File: config.mk
export PLATFORM = sky130hd
export DESIGN_NAME = bcd_game_timer
export DESIGN_NICKNAME = d
export VERILOG_FILES = /design/src/rtl/game_timer_pkg.sv /design/src/rtl/bcd_digit_cell.sv /design/src/rtl/bcd_game_timer.sv
export SDC_FILE = /design/constraint.sdc
export NUM_CORES = 1
export LEC_CHECK = 0
export CAP_MARGIN = 20
export CORE_ASPECT_RATIO = 1.1
export CORE_MARGIN = 2
export CORE_UTILIZATION = 30
export DETAILED_ROUTE_END_ITERATION = 7
export PLACE_DENSITY_LB_ADDON = 0.12
export SYNTH_ARGS = -nofsm -noshare
export SYNTH_HDL_FRONTEND = slang
export SYNTH_SLANG_ARGS = --single-unit
File: constraint.sdc
create_clock -name clk -period 11.52 [get_ports clk]
set_clock_uncertainty 0.2 [all_clocks]
set_input_delay 1.728 -clock clk [delete_from_list [all_inputs] [get_ports clk]]
set_output_delay 1.728 -clock clk [all_outputs]
set_load 0.01 [all_outputs]
File: src/rtl/game_timer_pkg.sv
// game_timer_pkg
// Shared types and helpers for the BCD game timer.
//   bcd_digit_t : one packed BCD digit
//   BCD_ZERO / BCD_NINE : digit limits
//   mode_e      : count direction (MODE_DOWN = 0, MODE_UP = 1)
//   bcd_clamp() : forces an out-of-range nibble (A..F) to 9
package game_timer_pkg;

   typedef logic [3:0] bcd_digit_t;

   localparam bcd_digit_t BCD_ZERO = 4'd0;
   localparam bcd_digit_t BCD_NINE = 4'd9;

   typedef enum logic {
      MODE_DOWN = 1'b0,
      MODE_UP   = 1'b1
   } mode_e;

   function automatic bcd_digit_t bcd_clamp(input bcd_digit_t d);
      return (d > BCD_NINE) ? BCD_NINE : d;
   endfunction

endpackage

File: src/rtl/bcd_digit_cell.sv
// bcd_digit_cell
// One BCD digit of the timer datapath. Purely combinational; the top chains
// DIGITS copies through c_i/c_o.
//   dir_i  : MODE_UP   -> q_o = d_i + a_i + c_i, c_o = decimal carry
//            MODE_DOWN -> q_o = d_i - c_i,       c_o = decimal borrow
//   d_i    : current digit (assumed valid BCD)
//   a_i    : addend digit (0 for a plain increment, bonus digit otherwise)
//   c_i    : carry-in (up) or borrow-in (down)
//   q_o    : resulting digit
//   c_o    : carry-out / borrow-out
//   flag_o : terminal-value flag for the direction: is-nine (up), is-zero (down)
module bcd_digit_cell
   import game_timer_pkg::*;
(
   input  mode_e      dir_i,
   input  bcd_digit_t d_i,
   input  bcd_digit_t a_i,
   input  logic       c_i,
   output bcd_digit_t q_o,
   output logic       c_o,
   output logic       flag_o
);

   // Widest case is 9 + 9 + 1 = 19, so five bits suffice.
   logic [4:0] sum;

   always_comb begin
      sum = {1'b0, d_i} + {1'b0, a_i} + {4'b0000, c_i};
      q_o = d_i;
      c_o = 1'b0;
      if (dir_i == MODE_UP) begin
         if (sum > 5'd9) begin
            q_o = 4'(sum - 5'd10);
            c_o = 1'b1;
         end else begin
            q_o = sum[3:0];
         end
      end else begin
         // Borrow into a zero digit wraps it to nine and propagates.
         if (c_i && (d_i == BCD_ZERO)) begin
            q_o = BCD_NINE;
            c_o = 1'b1;
         end else begin
            q_o = d_i - {3'b000, c_i};
         end
      end
   end

   assign flag_o = (dir_i == MODE_UP) ? (d_i == BCD_NINE) : (d_i == BCD_ZERO);

endmodule

File: src/rtl/bcd_game_timer.sv
// bcd_game_timer
// N-digit BCD game clock / stopwatch driven by a one-cycle 1 Hz tick strobe.
// Optional feature macro: TIMER_BONUS_EN (adds bonus_valid/bonus_val, the
// bonus adder and the deferred-tick register path).
// Parameters:
//   DIGITS      : number of BCD digits (1..6)
//   START_VAL   : BCD value loaded at reset
//   WARN_THRESH : countdown warning threshold (BCD)
// Ports:
//   clk, rst     : system clock, synchronous active-high reset
//   tick         : one-cycle count strobe
//   pause        : 1 = discard ticks (a pending tick is held)
//   mode         : 0 = count down, 1 = count up
//   load/load_val: one-cycle reload, digits above 9 clamped to 9
//   bonus_valid/bonus_val : one-cycle time bonus, countdown only
//   digits       : current count, digit 0 in bits [3:0]
//   end_game     : sticky expiry flag
//   expire_pulse : high for the first cycle end_game reads 1
//   warn         : countdown at or below WARN_THRESH and not ended
// Per-cycle priority: rst > load > bonus > tick.
module bcd_game_timer
   import game_timer_pkg::*;
#(
   parameter int          DIGITS      = 2,
   parameter int unsigned START_VAL   = 'h60,
   parameter int unsigned WARN_THRESH = 'h10
) (
   input  logic                  clk,
   input  logic                  rst,
   input  logic                  tick,
   input  logic                  pause,
   input  logic                  mode,
   input  logic                  load,
   input  logic [4*DIGITS-1:0]   load_val,
`ifdef TIMER_BONUS_EN
   input  logic                  bonus_valid,
   input  logic [4*DIGITS-1:0]   bonus_val,
`endif
   output logic [4*DIGITS-1:0]   digits,
   output logic                  end_game,
   output logic                  expire_pulse,
   output logic                  warn
);

   localparam int W = 4 * DIGITS;
   localparam logic [W-1:0] START_BCD = START_VAL[W-1:0];
   localparam logic [W-1:0] WARN_BCD  = WARN_THRESH[W-1:0];
   localparam logic [W-1:0] ALL_NINES = {DIGITS{BCD_NINE}};

   function automatic logic [W-1:0] clamp_all(input logic [W-1:0] v);
      logic [W-1:0] r;
      r = v;
      for (int i = 0; i < DIGITS; i++) begin
         r[4*i +: 4] = bcd_clamp(v[4*i +: 4]);
      end
      return r;
   endfunction

   logic [W-1:0] digits_q, digits_d;
   logic         end_game_q, end_game_d;
   logic         expire_q, expire_d;
   logic         tick_pending_q, tick_pending_d;

   mode_e        mode_cur;
   logic         bonus_take;
   logic [W-1:0] add_opnd;

   assign mode_cur = mode_e'(mode);

`ifdef TIMER_BONUS_EN
   assign bonus_take = bonus_valid && (mode_cur == MODE_DOWN) && !end_game_q;
   assign add_opnd   = bonus_take ? clamp_all(bonus_val) : '0;
`else
   // Without the bonus path nothing can set tick_pending, so it stays 0.
   assign bonus_take = 1'b0;
   assign add_opnd   = '0;
`endif

   // ---------------------------------------------------------------------
   // Digit chain. One chain serves tick inc/dec and the bonus add: a bonus
   // forces the add direction with carry-in 0, otherwise the chain steps by
   // one in the current mode (carry/borrow-in 1 at digit 0).
   // ---------------------------------------------------------------------
   mode_e          chain_dir;
   logic [DIGITS:0] chain_c;
   logic [W-1:0]   chain_q;
   logic [DIGITS-1:0] term_flag;

   assign chain_dir  = bonus_take ? MODE_UP : mode_cur;
   assign chain_c[0] = ~bonus_take;

   for (genvar g = 0; g < DIGITS; g++) begin : g_cell
      bcd_digit_cell u_cell (
         .dir_i  (chain_dir),
         .d_i    (digits_q[4*g +: 4]),
         .a_i    (add_opnd[4*g +: 4]),
         .c_i    (chain_c[g]),
         .q_o    (chain_q[4*g +: 4]),
         .c_o    (chain_c[g+1]),
         .flag_o (term_flag[g])
      );
   end

   // All zeros (down) or all nines (up): the next tick ends the game.
   logic at_terminal;
   assign at_terminal = &term_flag;

   logic tick_eff;
   // A held deferred tick behaves like a fresh strobe; both are discarded
   // while paused, but the pending one survives the pause.
   assign tick_eff = (tick || tick_pending_q) && !pause;

   always_comb begin
      digits_d       = digits_q;
      end_game_d     = end_game_q;
      tick_pending_d = tick_pending_q;
      if (load) begin
         digits_d       = clamp_all(load_val);
         end_game_d     = 1'b0;
         tick_pending_d = 1'b0;
      end else if (bonus_take) begin
         // Carry out of the top digit means the sum overflowed: saturate.
         digits_d = chain_c[DIGITS] ? ALL_NINES : chain_q;
         if (tick && !pause) begin
            tick_pending_d = 1'b1;
         end
      end else if (tick_eff) begin
         tick_pending_d = 1'b0;
         if (!end_game_q) begin
            if (at_terminal) begin
               end_game_d = 1'b1;
            end else begin
               digits_d = chain_q;
            end
         end
      end
      expire_d = end_game_d && !end_game_q;
   end

   always_ff @(posedge clk) begin
      if (rst) begin
         digits_q       <= START_BCD;
         end_game_q     <= 1'b0;
         expire_q       <= 1'b0;
         tick_pending_q <= 1'b0;
      end else begin
         digits_q       <= digits_d;
         end_game_q     <= end_game_d;
         expire_q       <= expire_d;
         tick_pending_q <= tick_pending_d;
      end
   end

   assign digits       = digits_q;
   assign end_game     = end_game_q;
   assign expire_pulse = expire_q;
   assign warn         = (mode_cur == MODE_DOWN) && !end_game_q && (digits_q <= WARN_BCD);

endmodule

**After elaboration in Yosys (flattened, before gate mapping)**

Cells that the tools add are included.

- Flip-flop bits (word level): 10
- Latch bits: 0
- RAM bits: 0
- Bits in read-only memories: 0
- Bits of input ports: 14
- Output and inout bits: 11
- Word-level logic and storage cells: 52
- Memories: 0

- Add/sub/neg operators: 6
- Multiply operators: 0
- Div/mod/pow operators: 0
- Magnitude comparators: 5
- Eq/ne operators: 4
- Shifts and indexed selects: 0
- Muxes and demuxes: 21
- Bitwise logic cells: 1
- Reductions and logical operators: 12

Operators with widths:

| kind | number |
|---|---|
| $mux W4 | 8 |
| $mux W8 | 4 |
| $gt A5 B4 Y1 const B | 2 |
| $mux W1 | 9 |
| $eq A4 B4 Y1 const B | 2 |
| $gt A4 B4 Y1 const B | 2 |
| $le A8 B5 Y1 const B | 1 |
| $logic_not A4 Y1 | 2 |
| $sub A4 B4 Y4 const B | 2 |
| $add A4 B1 Y5 | 1 |
| $add A4 B1 Y5 const B | 1 |
| $logic_and A1 B1 Y1 | 5 |
| $ne A2 B2 Y1 const B | 2 |
| $sub A4 B1 Y4 | 1 |
| $sub A4 B1 Y4 const B | 1 |
| $reduce_and A3 Y1 | 1 |
| $logic_not A1 Y1 | 2 |
| $reduce_and A2 Y1 | 1 |
| $reduce_bool A2 Y1 | 1 |
| $not A1 Y1 | 1 |

**Depth between registers and ports, before layout**

- Depth in word-level cells: 12
- Mapped depth: 18

**Cells and area by module**

Synthesis repeated with hierarchy kept, for this count alone.

- Cell total of the unflattened synthesis: 176
- Area total of the unflattened synthesis: 1,375.1 µm²

Modules (own cells, without submodules):

| module | times used | cells each | area an instance (µm²) | seq. area each (µm²) |
|---|---|---|---|---|
| bcd_digit_cell | 2 | 54 | 410.4 | 0.0 |
| bcd_game_timer | 1 | 68 | 554.3 | 200.2 |

**Least setup slack after synthesis**

OpenSTA, ideal clock, no wires.

- Kind: input -> output
- Start point: input mode
- End point: output warn
- Arrival time: 2.568 ns
- Setup slack: 7.024 ns
- Stages on the path: 2
- Path through: clkbuf_1 -> a2111oi_0

- Longest elaborated chain between the ends: 3

RTL lines:

| item | line | RTL |
|---|---|---|
| start, declared | bcd_game_timer.sv:32 | `input logic mode,` |
| $not A1 Y1 | bcd_game_timer.sv:157 | `assign warn = (mode_cur == MODE_DOWN) && !end_game_q && (digits_q <= WARN_BCD);` |
| $logic_and A1 B1 Y1 (2 in series) | bcd_game_timer.sv:157 |  |
| end, declared | bcd_game_timer.sv:42 | `output logic warn` |

Every way passes these cells.

**Final worst setup path**

Ends and elaborated chain as after synthesis.

==> results by group <==
Status
  – Outcome: complete, no violations

Synth
  – Cells after Synth: 178
  – Area leader, netlist: dfxtp_1
  – Synth top area share: 0.154
  – Distinct cells, synth: between 50 and 60
  – Syn_nets: approximately 200
  – Post-synth EDFFs: 0
  – Post-synth ARST share: 0
  – Seq/Total Area, Yosys: 0.154
  – Largest cells by area after synthesis: dfxtp_1 15%, ha_1 11%, nand2_1 5.5%
  – FF+latch count, synth: 10
  – Dominant cell by count in the synthesized netlist: nand2_1
  – Yosys warnings: 0
  – Synth cell count leaders: 19 x nand2_1, 14 x a21oi_1, 13 x inv_1
  – Post-synth top flop: dfxtp_1
  – Synth Cell Area: 1300 um2
  – Mean Syn Cell Area: between 7 and 8 um2

Place
  – Dpl cell area: ~1600 um2
  – I/O Buffers: 24
  – Placed wire-length estimate: about 3.0 mm
  – Routability Congestion: between 0.8 and 0.9
  – Placed Instances: ~250

Setup path
  – Worst EP required: roughly 9600 ps
  – CP endpoint kind: primary output
  – CP startpoint kind: input port
  – Worst Path Arrival: 3510 ps
  – Crit path max fanout: 14
  – Kind of critical path: in -> out

Route
  – DRC Markers: 0
  – Vias per inst: ~5.6
  – DR vias: around 1400
  – DRT iter0 DRCs: 77
  – DR WL/cell: between 15 and 20 um
  – Pre-antenna DRT Iters: 4
  – Drt total wl: about 4.0 mm
  – Final antenna-violating net count: 0

Cells and area
  – Area delta synth->final: 22.8%
  – Util after Layout: 0.378
  – Antenna Cells: 0
  – Layout cells sized above 1: 0.0615
  – Final instance area: 1600 um2
  – Fin nets: between 200 and 250
  – Count of non-filler cells in the finished layout: 249

Power
  – Clk network pwr share: 0.234
  – Worst ir drop on vdd: 67.3 uV
  – Sequential share of power: 0.300
  – Switching power: between 0.06 and 0.07 mW
  – P_int: roughly 0.095 mW
  – Pwr per Cell Area: a little under 100 nW/um2
  – Sw Share: 0.391
  – Pleak: slightly below 0.6 nW
  – Comb pwr share: 0.466

Clock network
  – CTS Hold Buffers Added: 0
  – CTS resizes: 0
  – Clk slew on worst S/H paths: 50 ps
  – CTS tree: built
  – Post-CTS Setup Bufs: 0
  – H-tree levels: 1
  – CTS root buf: clkbuf_8
  – CTS Sinks: 10
  – Clk_lat worst skew: about 230 ps
  – CTS Buf Count: 3
  – CTS Buffer Depth: 2

STA
  – Fin Hold WS: 378 ps
  – Final Hold Fails: 0
  – RSZ-0062 raised after global routing: false
  – Fin crit share: 0.472
  – Worst slew pin tran: 594 ps
  – Period minus WS final: 5440 ps
  – Fmax: roughly 0.18 GHz
  – Max transition margin: 0.603
  – # setup viols final: 0
  – Setup TNS: 0 ps
  – Slew Viols, Final: 0

Floorplan
  – Row count: 25
  – Total core area: roughly 4200 um2
  – Die Ht: 73.0 um
  – Die Area: 4880 um2
  – Io pins: 25
  – Initial Utilization: 0.308
  – Die X: 66.8 um

Global route
  – Largest net degree at the start of global routing: 19
  – GR Overflow Total: 0
  – Global-route wire length before repair: about 6.6 mm
  – Vias in the first global route: ~1400
  – Tot GR Track Use: 0.172
  – Initial antenna violation count: 0

Run
  – Max_cap viols: 0

Min path
  – Worst Hold Class: reg -> reg
sequential cells by signal, summed over array words and instances, names as in the netlist:
| signal | count |
|---|---|
| digits | 8 |
| end_game | 1 |
| expire_pulse | 1 |
cell usage in the layout (no fill, tap or decap), drive strengths merged, types with 4 or more instances in the layout:
| cell | instances |
|---|---|
| clkdlybuf4s50 | 24 |
| nor3 | 6 |
| dfxtp | 10 |
| nor2 | 12 |
| inv | 13 |
| a21oi | 14 |
| nand2 | 19 |
| xnor2 | 4 |
| nand3 | 7 |
| ha | 11 |
| o21ai | 8 |
routing by layer:
metal / global-route usage / up-vias / part of all wire
li1: - / 697 / -
met2: 0.318 / 20 / 0.53
met3: 0.0340 / 2 / 0.019
met1: 0.211 / 678 / 0.45
met5: 0 / - / 0
met4: 0.0204 / 0 / 0.0043
kinds of logic after synthesis:
group | Yosys count | synth area share
AOI/OAI and AO/OA | 57 | 0.309
xor gates and xnor gates | 5 | 0.0337
adders and majority gates | 11 | 0.106
buffers and inverters | 24 | 0.0808
DFF | 10 | 0.154
muxes | 3 | 0.0241
and+or+nand+nor | 68 | 0.293
per-stage QoR:
stage	power (mW)	setup slack, ps
CTS	0.157	6040
floorplan	0.0955	7020
global route	0.167	5950
finish	0.156	6080
detailed placement	0.120	6040
global placement	0.118	6010
area by class of cell:
cell class	count	area [um2]
Multi-Input combinational cell	144	995
Timing Repair Buffer	24	240
Clock buffer	3	41.3
Fill cell	453	2630
Inverter	14	52.6
Sequential cell	10	200
Tap cell	54	67.6
worst max-delay path: stages:
cell	delay, ps
clkdlybuf4s50_1	660
a2111oi_0	500
clkdlybuf4s50_1	620
power groups by stage:
| stage | logic, mW | registers, mW | clock network (mW) |
|---|---|---|---|
| floorplan | 0.0523 | 0.0432 | 0 |
| global placement | 0.0708 | 0.0469 | 0 |
| detailed placement | 0.0725 | 0.0473 | 0 |
| CTS | 0.0730 | 0.0466 | 0.0377 |
| global route | 0.0808 | 0.0474 | 0.0388 |
| finish | 0.0726 | 0.0468 | 0.0366 |
worst paths after layout:
| path | startpoint | slack [ps] | depth (start not counted) | end |
|---|---|---|---|---|
| hold / removal | end_game$_SDFF_PP0_ | 380 | 1 | expire_pulse$_SDFF_PP0_ |
| hold reg to reg | end_game$_SDFF_PP0_ | 380 | 1 | expire_pulse$_SDFF_PP0_ |
| setup / recovery | mode | 6080 | 3 | warn |
| setup reg to reg | digits[0]$_SDFFE_PP0P_ | 6990 | 17 | digits[5]$_SDFFE_PP1P_ |
No activity file was read; power rests on OpenSTA's default activity.
